<file path="config.mk">
export PLATFORM = sky130hd
export DESIGN_NAME = rs_dispatch
export DESIGN_NICKNAME = d
export VERILOG_FILES = /design/src/rtl/rs_dispatch.sv
export SDC_FILE = /design/constraint.sdc
export NUM_CORES = 1
export LEC_CHECK = 0
export CORE_AREA = 3 3 223 225
export DETAILED_ROUTE_END_ITERATION = 10
export DIE_AREA = 0 0 226 228
export HOLD_SLACK_MARGIN = 0.1
export PLACE_DENSITY_LB_ADDON = 0.08
export SYNTH_ARGS = -nofsm -noshare
export SYNTH_HDL_FRONTEND = slang
export SYNTH_SLANG_ARGS = --single-unit
</file>
<file path="constraint.sdc">
create_clock -name clk -period 3.9 [get_ports clk]
set_input_delay 0.585 -clock clk [delete_from_list [all_inputs] [get_ports clk]]
set_output_delay 0.585 -clock clk [all_outputs]
set_load 0.03 [all_outputs]
</file>
<file path="src/rtl/rs_dispatch.sv">
// rs_dispatch - issue-side producer for the reservation-station bank.
//
// Takes one decoded instruction from the instruction queue into a one-entry
// hold register. It resolves both source operands from register-file status
// or from the CDB. In the cycle a ROB entry and an empty station are both
// available, it writes a complete reservation word into exactly one station.
// In that same cycle it pulses load_word and rob_alloc.
//
// Optional feature (compile-time macro):
//   RS_DISPATCH_RR_EN - round-robin station selection. The search starts just
//                       after the last station issued to. Without the macro
//                       the lowest-index empty station wins.
//
// res_out is a packed reservation word. Fields from MSB to LSB:
//   opcode[6:0], funct3[2:0], funct7, src1_tag, src2_tag,
//   src1_data[31:0], src2_data[31:0], src1_valid, src2_valid, rd_tag, pc[31:0]
// Total width is 109 + 3*TAG_W bits.

module rs_dispatch #(
  parameter int NUM_RS = 5,
  parameter int TAG_W  = 3
) (
  input  logic                       clk,
  input  logic                       rst,
  input  logic                       flush_ip,
  // instruction queue
  input  logic                       iq_valid,
  output logic                       iq_ready,
  input  logic [6:0]                 iq_opcode,
  input  logic [2:0]                 iq_funct3,
  input  logic                       iq_funct7,
  input  logic [31:0]                iq_pc,
  input  logic [4:0]                 iq_rs1,
  input  logic [4:0]                 iq_rs2,
  input  logic [31:0]                iq_imm,
  input  logic                       iq_use_imm,
  // register file status
  output logic [4:0]                 rf_rs1,
  output logic [4:0]                 rf_rs2,
  input  logic                       rf_src1_valid,
  input  logic                       rf_src2_valid,
  input  logic [31:0]                rf_src1_data,
  input  logic [31:0]                rf_src2_data,
  input  logic [TAG_W-1:0]           rf_src1_tag,
  input  logic [TAG_W-1:0]           rf_src2_tag,
  // ROB / CDB
  input  logic [(1<<TAG_W)-1:0]      robs_calculated,
  input  logic [32*(1<<TAG_W)-1:0]   cdb_data,
  input  logic                       rob_alloc_ready,
  input  logic [TAG_W-1:0]           rob_tag,
  output logic                       rob_alloc,
  // reservation stations
  input  logic [NUM_RS-1:0]          res_empty,
  output logic [NUM_RS-1:0]          load_word,
  output logic [108+3*TAG_W:0]       res_out
);

  localparam int SEL_W = (NUM_RS > 1) ? $clog2(NUM_RS) : 1;
  localparam logic [6:0] S_OP_INVALID = 7'h00;

  typedef enum logic {
    IDLE = 1'b0,
    HOLD = 1'b1
  } state_t;

  // Instruction latched from the queue while it waits for a station and ROB entry.
  typedef struct packed {
    logic [6:0]  opcode;
    logic [2:0]  funct3;
    logic        funct7;
    logic [31:0] pc;
    logic [4:0]  rs1;
    logic [4:0]  rs2;
    logic [31:0] imm;
    logic        use_imm;
  } hold_t;

  // One resolved source operand.
  typedef struct packed {
    logic             valid;
    logic [TAG_W-1:0] tag;
    logic [31:0]      data;
  } operand_t;

  // Reservation word as seen by the stations. Field order defines res_out.
  typedef struct packed {
    logic [6:0]       opcode;
    logic [2:0]       funct3;
    logic             funct7;
    logic [TAG_W-1:0] src1_tag;
    logic [TAG_W-1:0] src2_tag;
    logic [31:0]      src1_data;
    logic [31:0]      src2_data;
    logic             src1_valid;
    logic             src2_valid;
    logic [TAG_W-1:0] rd_tag;
    logic [31:0]      pc;
  } res_word_t;

  state_t                          state;
  hold_t                           hold;
  operand_t                        src1;
  operand_t                        src2;
  res_word_t                       res_word;
  logic [(1<<TAG_W)-1:0][31:0]     cdb_words;
  logic [SEL_W-1:0]                sel_idx;
  logic                            fire;
  logic                            capture;

  assign cdb_words = cdb_data;

  // Priority order: x0, immediate (src2 only), committed register value,
  // then a result already on the CDB. Otherwise wait on the producing tag.
  function automatic operand_t resolve(
    input logic [4:0]                  rs,
    input logic                        use_imm,
    input logic [31:0]                 imm,
    input logic                        rf_valid,
    input logic [31:0]                 rf_data,
    input logic [TAG_W-1:0]            rf_tag,
    input logic [(1<<TAG_W)-1:0]       calc,
    input logic [(1<<TAG_W)-1:0][31:0] cdb
  );
    operand_t op;
    op = '0;
    if (rs == 5'd0) begin
      op.valid = 1'b1;
    end else if (use_imm) begin
      op.valid = 1'b1;
      op.data  = imm;
    end else if (rf_valid) begin
      op.valid = 1'b1;
      op.data  = rf_data;
    end else if (calc[rf_tag]) begin
      op.valid = 1'b1;
      op.data  = cdb[rf_tag];
    end else begin
      op.tag   = rf_tag;
    end
    return op;
  endfunction

  // Handshake and issue conditions. Nothing moves during reset or flush.
  assign fire      = ~rst & (state == HOLD) & rob_alloc_ready & (|res_empty) & ~flush_ip;
  assign iq_ready  = ~rst & ~flush_ip & ((state == IDLE) | fire);
  assign capture   = iq_valid & iq_ready;
  assign rob_alloc = fire;
  assign rf_rs1    = hold.rs1;
  assign rf_rs2    = hold.rs2;

  // Re-resolve both operands every cycle, so a tag that completes during a
  // stall is picked up at issue.
  always_comb begin
    src1 = resolve(hold.rs1, 1'b0, 32'd0, rf_src1_valid, rf_src1_data,
                   rf_src1_tag, robs_calculated, cdb_words);
    src2 = resolve(hold.rs2, hold.use_imm, hold.imm, rf_src2_valid, rf_src2_data,
                   rf_src2_tag, robs_calculated, cdb_words);
  end

`ifdef RS_DISPATCH_RR_EN
  localparam int CW = SEL_W + 1;
  localparam logic [CW-1:0] NUM_RS_C = CW'(NUM_RS);

  logic [SEL_W-1:0] last_sel;
  logic [CW-1:0]    cand;

  // Round-robin pick: the first empty station after last_sel, wrapping.
  // The loop runs from the farthest offset to the nearest, so the nearest
  // empty station is the one that remains selected.
  always_comb begin
    sel_idx = '0;
    cand    = '0;
    for (int k = NUM_RS; k >= 1; k--) begin
      cand = {1'b0, last_sel} + CW'(k);
      if (cand >= NUM_RS_C) cand = cand - NUM_RS_C;
      if (res_empty[cand[SEL_W-1:0]]) sel_idx = cand[SEL_W-1:0];
    end
  end

  // The last-issued pointer advances only when a word is actually written.
  // Its reset value makes the first search begin at station 0.
  always_ff @(posedge clk) begin
    if (rst) begin
      last_sel <= SEL_W'(NUM_RS - 1);
    end else if (fire) begin
      last_sel <= sel_idx;
    end
  end
`else
  // Fixed priority: the lowest-index empty station wins. The loop runs
  // downward, so the last match it records is the lowest index.
  // NOTE: every always_comb output gets a default before any branch, so
  // no path can leave it unassigned and infer a latch.
  always_comb begin
    sel_idx = '0;
    for (int i = NUM_RS - 1; i >= 0; i--) begin
      if (res_empty[SEL_W'(i)]) sel_idx = SEL_W'(i);
    end
  end
`endif

  // One-hot load pulse to the selected station, only while issuing.
  always_comb begin
    load_word = '0;
    if (fire) load_word[sel_idx] = 1'b1;
  end

  // Build the reservation word. The bus stays all zero except on issue.
  always_comb begin
    res_word = '0;
    if (fire) begin
      res_word.opcode     = hold.opcode;
      res_word.funct3     = hold.funct3;
      res_word.funct7     = hold.funct7;
      res_word.src1_tag   = src1.tag;
      res_word.src2_tag   = src2.tag;
      res_word.src1_data  = src1.data;
      res_word.src2_data  = src2.data;
      res_word.src1_valid = src1.valid;
      res_word.src2_valid = src2.valid;
      res_word.rd_tag     = rob_tag;
      res_word.pc         = hold.pc;
    end
  end

  assign res_out = res_word;

  // IDLE/HOLD control and the hold register. Reset and flush both drop the
  // held instruction. A capture in the same cycle as an issue keeps the FSM
  // in HOLD, which allows one instruction per cycle.
  // NOTE: state is updated with non-blocking assignments, so every reader in
  // this clock edge sees the pre-edge value.
  always_ff @(posedge clk) begin
    if (rst || flush_ip) begin
      state <= IDLE;
      // NOTE: the hold register is a single word, not an array. Clearing it
      // is cheap and makes rf_rs1/rf_rs2 deterministic out of reset.
      hold        <= '0;
      hold.opcode <= S_OP_INVALID;
    end else if (capture) begin
      state        <= HOLD;
      hold.opcode  <= iq_opcode;
      hold.funct3  <= iq_funct3;
      hold.funct7  <= iq_funct7;
      hold.pc      <= iq_pc;
      hold.rs1     <= iq_rs1;
      hold.rs2     <= iq_rs2;
      hold.imm     <= iq_imm;
      hold.use_imm <= iq_use_imm;
    end else if (fire) begin
      state <= IDLE;
    end
  end

endmodule
</file>
==> flow_metrics.tcl, run 1 <==
set metrics [dict create \
    io_pins 570 \
    clk_pin_slew_ps 70 \
    synthTopCellsByCount "mux4_2 (127), dfxtp_1 (87), a32o_1 (86), mux2i_1 (66), clkbuf_1 (51)" \
    critical_path_arrival_ps 3020 \
    rrSetupSlack_ps 2120 \
    worstPathMaxFanout 35 \
    dpl.cell_count 1869 \
    cts_sinks 87 \
    synth_top_area_share_pct 32.7 \
    track_usage_pct 20.3 \
    numCtsBuffers 9 \
    synth_flop_cell "dfxtp_1" \
    antenna_found_initial 28 \
    tns_ps 0 \
    setup_viol 0 \
    ys_seq_area_share_pct 19.9 \
    finalWeightedCongestion 0.820 \
    final_cell_count_no_fill 1902 \
    ys_types 40 \
    synth-edff-count 0 \
    ctsHtreeMaxLevel 3 \
    seq_area_mm2 0.00174 \
    vdd_drop_max_v 0.000184 \
    layout-drive-gt1-share_pct 20.9 \
    syn_inst 773 \
    crit_path_end_kind "output port" \
    die_area_mm2 0.0515 \
    hold_path_class "reg -> reg" \
    avgSynthCellArea_um2 11.3 \
    vias_per_cell 4.95 \
    hpwl_mm 42.9 \
    post_cts_buffers 0 \
    async_reset_ff_share_pct 0 \
    rsz0062_at_grt "no" \
    syn2layout_area_growth_pct 74.9 \
    synth_area_leader_cell "mux4_2" \
    tritoncts "done" \
    r2r-end "hold[79]" \
    power_leakage_nw 5.49 \
    required_ps 3310 \
    hold_end "hold[54]" \
    skew_ps 10.8 \
    hp-start "hold[54]" \
    clkPwrFrac_pct 29.3 \
    synthTopCellsByArea "mux4_2 (33%), dfxtp_1 (20%), a32o_1 (9.9%)" \
    max-clock-path-buffers 2 \
    start_kind "input port" \
    setup.worst_path.class "in -> out" \
    p_int_mw 2.17 \
    maxSlewViolCount 0 \
    period_needed_ps 3600 \
    placed_area_mm2 0.0149 \
    fin_nets 1700 \
    swShare_pct 29.4 \
    synth.most_common_cell "mux4_2" \
    io_buffer_count 568 \
    max_freq_mhz 277 \
    p_sw_mw 0.907 \
    grt_first_pass_wirelength_mm 75.6 \
    vias 9415 \
    fp.coreArea_mm2 0.0477 \
    final_core_utilization_pct 32.0 \
    syn_area_mm2 0.00873 \
    hold_depth 1 \
    first_iter_violations 489 \
    fin_area_mm2 0.0153 \
    grt_max_degree 88 \
    root_buffer "clkbuf_16" \
    ys_warn_count 0 \
    drc_errors 0 \
    cap_violations 0 \
    status "finished clean" \
    synthesis.nets 1208 \
    grt.overflow.total 0 \
    maxSlewHeadroom_pct 29.1 \
    fillCellCount 4925 \
    timing.final.crit_share_pct 92.4 \
    worst_slew_pin_slew_ps 1060 \
    wirelength_mm 54.0 \
    die_h_um 228 \
    grt_pass1_vias 9888 \
    postCtsHoldBufs 0 \
    rows 80 \
    cp-startpoint "rst" \
    p_per_area_mw_per_mm2 201 \
    post_cts_resized 0 \
    multi_input_area_mm2 0.00636 \
    dr.pass1.iters 5 \
    r2r_start "state" \
    clk_latency_ps 350 \
    fp.dieW_um 226 \
    pwr-share-seq_pct 30.5 \
    wire_per_inst_um 28.4 \
    worst-r2r-cell-count 4 \
    combPwrFrac_pct 40.2 \
    drtAntennaViolNets 0 \
    final_hold_viol_count 0 \
    ys_ff_latch 87 \
    start_util_pct 18.3 \
]
power by group through the flow:
stage	clock, mW	combinational [mW]	sequential [mW]
finish	0.902	1.24	0.939
global route	0.975	1.33	0.943
floorplan	0	0.579	0.949
CTS	0.944	1.26	0.939
detailed placement	0	1.25	0.959
global placement	0	1.25	0.959
area by class of cell:
type	count	area share, %
Antenna cell	17	0.278
Clock buffer	11	1.59
Clock inverter	5	0.377
Inverter	1	0.0246
Multi-Input combinational cell	567	41.7
Sequential cell	87	11.4
Tap cell	615	5.04
Timing Repair Buffer	599	39.6
cells in the final DEF, fill, tap and decap left out, types with 3 or more instances in the layout:
master	synthesis	routed
a32o_1	86	86
dfxtp_1	87	86
and2_1	47	47
o21a_1	3	3
buf_2	25	5
nand2b_1	34	34
o41ai_1	32	32
mux4_1	3	3
nand2_1	36	36
mux2i_1	66	66
o32ai_1	32	32
and3_1	35	35
clkbuf_16	0	9
nor3_1	4	4
buf_12	2	28
a21oi_1	32	32
nor4b_1	4	4
mux4_2	127	127
buf_4	27	78
clkdlybuf4s50_1	0	488
diode_2	0	17
nor2_1	7	6
cell families (layout without fill, tap and decap cells):
family          count (synthesis)  count (layout)  share of synthesized area (%)
flops                          87              87                           19.9
other cells                     1              18                         0.0429
buf+inv                       119             616                           7.69
mux                           199             199                           41.6
simple gates                  175             175                           11.5
compound gates                192             192                           19.2
per-stage QoR:
stage	setup WS, ps	hold WS [ps]	power [mW]
after floorplan	751	460	1.53
after global placement	295	469	2.21
after detailed placement	293	474	2.21
after CTS	271	490	3.14
after global routing	196	500	3.24
final	295	488	3.08
registers in the layout, summed over array words and instances, names as in the netlist:
name and flops:
state 1, hold 76, rf_rs1 5, rf_rs2 5
routing by layer:
| metal | vias to the layer above | share of wire, % | GRT usage, % |
|---|---|---|---|
| met5 | - | 0.27 | 0 |
| met2 | 355 | 52 | 35.9 |
| met3 | 51 | 8.2 | 6.96 |
| li1 | 4249 | - | - |
| met1 | 4738 | 38 | 23.3 |
| met4 | 22 | 1.8 | 5.12 |
critical path: stages:
cell             delay, ps
clkdlybuf4s50_1        460
or2_1                  290
a211oi_4               460
buf_4                  250
nand2_1                100
buf_12                 190
nor4b_1                420
buf_4                  240
how the worst max path moves through the flow:
| stage | to | slack [ps] | depth (start not counted) |
|---|---|---|---|
| detailed placement | res_out[106] | 290 | 8 |
| global placement | res_out[35] | 300 | 6 |
| floorplan | res_out[104] | 750 | 4 |
| finish | res_out[106] | 300 | 8 |
| CTS | res_out[106] | 270 | 8 |
| global route | res_out[106] | 200 | 8 |
Power figures use the tool's default switching activity.
==> run 2, diff against run 1 <==
--- a/config.mk
+++ b/config.mk
@@ -8,8 +8,10 @@
 export CORE_AREA = 3 3 223 225
 export DETAILED_ROUTE_END_ITERATION = 10
 export DIE_AREA = 0 0 226 228
+export DONT_BUFFER_PORTS = 1
 export HOLD_SLACK_MARGIN = 0.1
 export PLACE_DENSITY_LB_ADDON = 0.08
+export RECOVER_POWER = 100
 export SYNTH_ARGS = -nofsm -noshare
 export SYNTH_HDL_FRONTEND = slang
 export SYNTH_SLANG_ARGS = --single-unit
==> constraint.sdc (replaced) <==
create_clock -name clk -period 4.4 [get_ports clk]
set_input_delay 0.66 -clock clk [delete_from_list [all_inputs] [get_ports clk]]
set_output_delay 0.66 -clock clk [all_outputs]
set_load 0.03 [all_outputs]
==> run 2 against run 1 <==
  * The run now ends with capacitance limit, slew limit left
  * Register-to-register slack got worse by 340 ps
  * Die area did not move
  * Non-clock buffer count down 554
  * Highest routed layer unchanged
  * Largest cell class unchanged
  * Clock skew shrank 3.5 ps
  * First-iteration DRC count fell by 13%
  * Clock power is 13% lower
  * Critical path depth shrank 2
  * Wire length down 15%
==> flow_metrics.tcl, run 2 (same netlist as run 1, synthesis figures left out) <==
set metrics [dict create \
    worstPathBufferInverterCount 2 \
    vdd_drop_max_v 0.000198 \
    cpLargestDelayFamily "buffers and inverters" \
    antenna_found_initial 4 \
    hold_path_class "in -> reg" \
    crit_path_end_kind "output port" \
    worst-r2r-cell-count 4 \
    io_pins 570 \
    final_common_cell "mux4_2" \
    diodes 0 \
    slowest_delay_ps 550 \
    postCtsHoldBufs 0 \
    finalWeightedCongestion 0.966 \
    maxSlewViolCount 34 \
    vias 7505 \
    largest_reg_flops 76 \
    track_usage_pct 16.9 \
    combPwrFrac_pct 24.7 \
    first_iter_violations 425 \
    rsz0062_at_grt "no" \
    route.met2.wl_mm 24.1 \
    tritoncts "done" \
    start_util_pct 18.3 \
    p_sw_mw 0.606 \
    clkPwrFrac_pct 36.4 \
    dr.pass1.iters 5 \
    largest-register "hold" \
    fp.dieW_um 226 \
    numCtsBuffers 9 \
    cts_sinks 87 \
    wire_per_inst_um 34.7 \
    top_layer_used "met5" \
    die_h_um 228 \
    grt.overflow.total 0 \
    post_cts_buffers 0 \
    clk_pin_slew_ps 70 \
    layout-drive-gt1-share_pct 22.8 \
    grt_pass1_vias 8080 \
    root_buffer "clkbuf_16" \
    final_hold_viol_count 0 \
    max_freq_mhz 279 \
    setup.worst_path.class "in -> out" \
    drc_errors 0 \
    period_needed_ps 3580 \
    drtAntennaViolNets 0 \
    maxSlewHeadroom_pct -2.75 \
    ctsHtreeMaxLevel 3 \
    post_cts_resized 0 \
    grt_max_degree 88 \
    met1Wirelength_mm 16.0 \
    crit_path_top_delay_cell "clkbuf_2" \
    syn2layout_area_growth_pct 7.43 \
    pwr-share-seq_pct 38.9 \
    fillCellCount 5184 \
    rows 80 \
    setup_viol 0 \
    hold_depth 1 \
    swShare_pct 28.1 \
    vias_per_cell 5.64 \
    most-common-layout-cells "mux4_2 (127), a32o_1 (86), dfxtp_1 (86), mux2i_1 (66), and2_0 (47)" \
    status "finished with violations" \
    clk_latency_ps 350 \
    critical_path_arrival_ps 2920 \
    power_leakage_nw 2.98 \
    p_per_area_mw_per_mm2 230 \
    wirelength_mm 46.1 \
    crit_chain "or2_0 > a211oi_4 > nand2_1 > clkbuf_2 > nor4b_1 > clkbuf_1" \
    p_int_mw 1.55 \
    tns_ps 0 \
    fp.coreArea_mm2 0.0477 \
    violations "capacitance limit, slew limit" \
    io_buffer_count 0 \
    max-clock-path-buffers 2 \
    cap_violations 1 \
    worst_slew_pin_slew_ps 1540 \
    cp.depth 6 \
    timing.final.crit_share_pct 81.5 \
    hold_slack_ps 429 \
    die_area_mm2 0.0515 \
    route.met3.wl_mm 5.08 \
    grt_first_pass_wirelength_mm 63.5 \
    worstPathMaxFanout 35 \
    start_kind "input port" \
    skew_ps 7.26 \
    fin_nets 1146 \
    required_ps 3740 \
    hpwl_mm 36.5 \
]
run 2: cell count changes in the layout (fill, tap and decap cells not counted), sizes merged:
cell | before | now
diode | 17 | 0
clkbuf | 11 | 46
inv | 1 | 3
clkinvlp | 0 | 1
buf | 111 | 8
clkinv | 4 | 2
clkdlybuf4s50 | 488 | 0
run 2: power groups by stage:
stage	Combinational, mW	Clock (mW)	Sequential, mW
after global placement	0.550	0	0.856
after detailed placement	0.551	0	0.857
after floorplan	0.513	0	0.841
after CTS	0.553	0.829	0.839
after global routing	0.569	0.845	0.842
final	0.532	0.785	0.839
run 2: cell type report:
cell class | count | area, um2 | area share, %
clock buffer | 9 | 225 | 2.40
clock inverter | 6 | 68.8 | 0.733
inverter | 1 | 3.75 | 0.0400
multi-input combinational | 567 | 6360 | 67.8
sequential | 87 | 1740 | 18.6
tap | 615 | 769 | 8.20
timing repair buffer | 45 | 214 | 2.28
run 2: path summary, 6_finish.rpt:
| path | slack, ps | end | from |
|---|---|---|---|
| hold reg to reg | 490 | hold[9] | hold[9] |
| hold / removal | 430 | hold[28] | iq_imm[27] |
| setup reg to reg | 1780 | rf_rs1[1] | state |
| setup / recovery | 820 | res_out[104] | rst |
run 2: stage by stage:
stage | worst slack (ps) | utilization, % | power [mW] | std cells | area [um2]
6_report | 815 | 19.7 | 2.16 | 1330 | 9380
5_1_grt | 630 | 19.7 | 2.26 | 1330 | 9380
4_1_cts | 1180 | 20.0 | 2.22 | 1330 | 9530
3_5_place_dp | 1280 | 19.3 | 1.41 | 1315 | 9240
3_3_place_gp | 1310 | 19.3 | 1.41 | 1315 | 9240
2_1_floorplan | 1100 | - | 1.35 | 773 | 8730
run 2: worst reg2reg max path: cells and delay by family (launching register included):
kind | cells | cell delay, ps
DFF | 1 | 360
AOI/OAI and AO/OA | 2 | 1120
buffers and inverters | 2 | 1090
run 2: layer usage:
layer,global-route usage (%),vias to the layer above
li1,-,3115
met1,17.9,3918
met2,31.3,407
met3,7.17,57
met4,3.02,8
met5,0,-
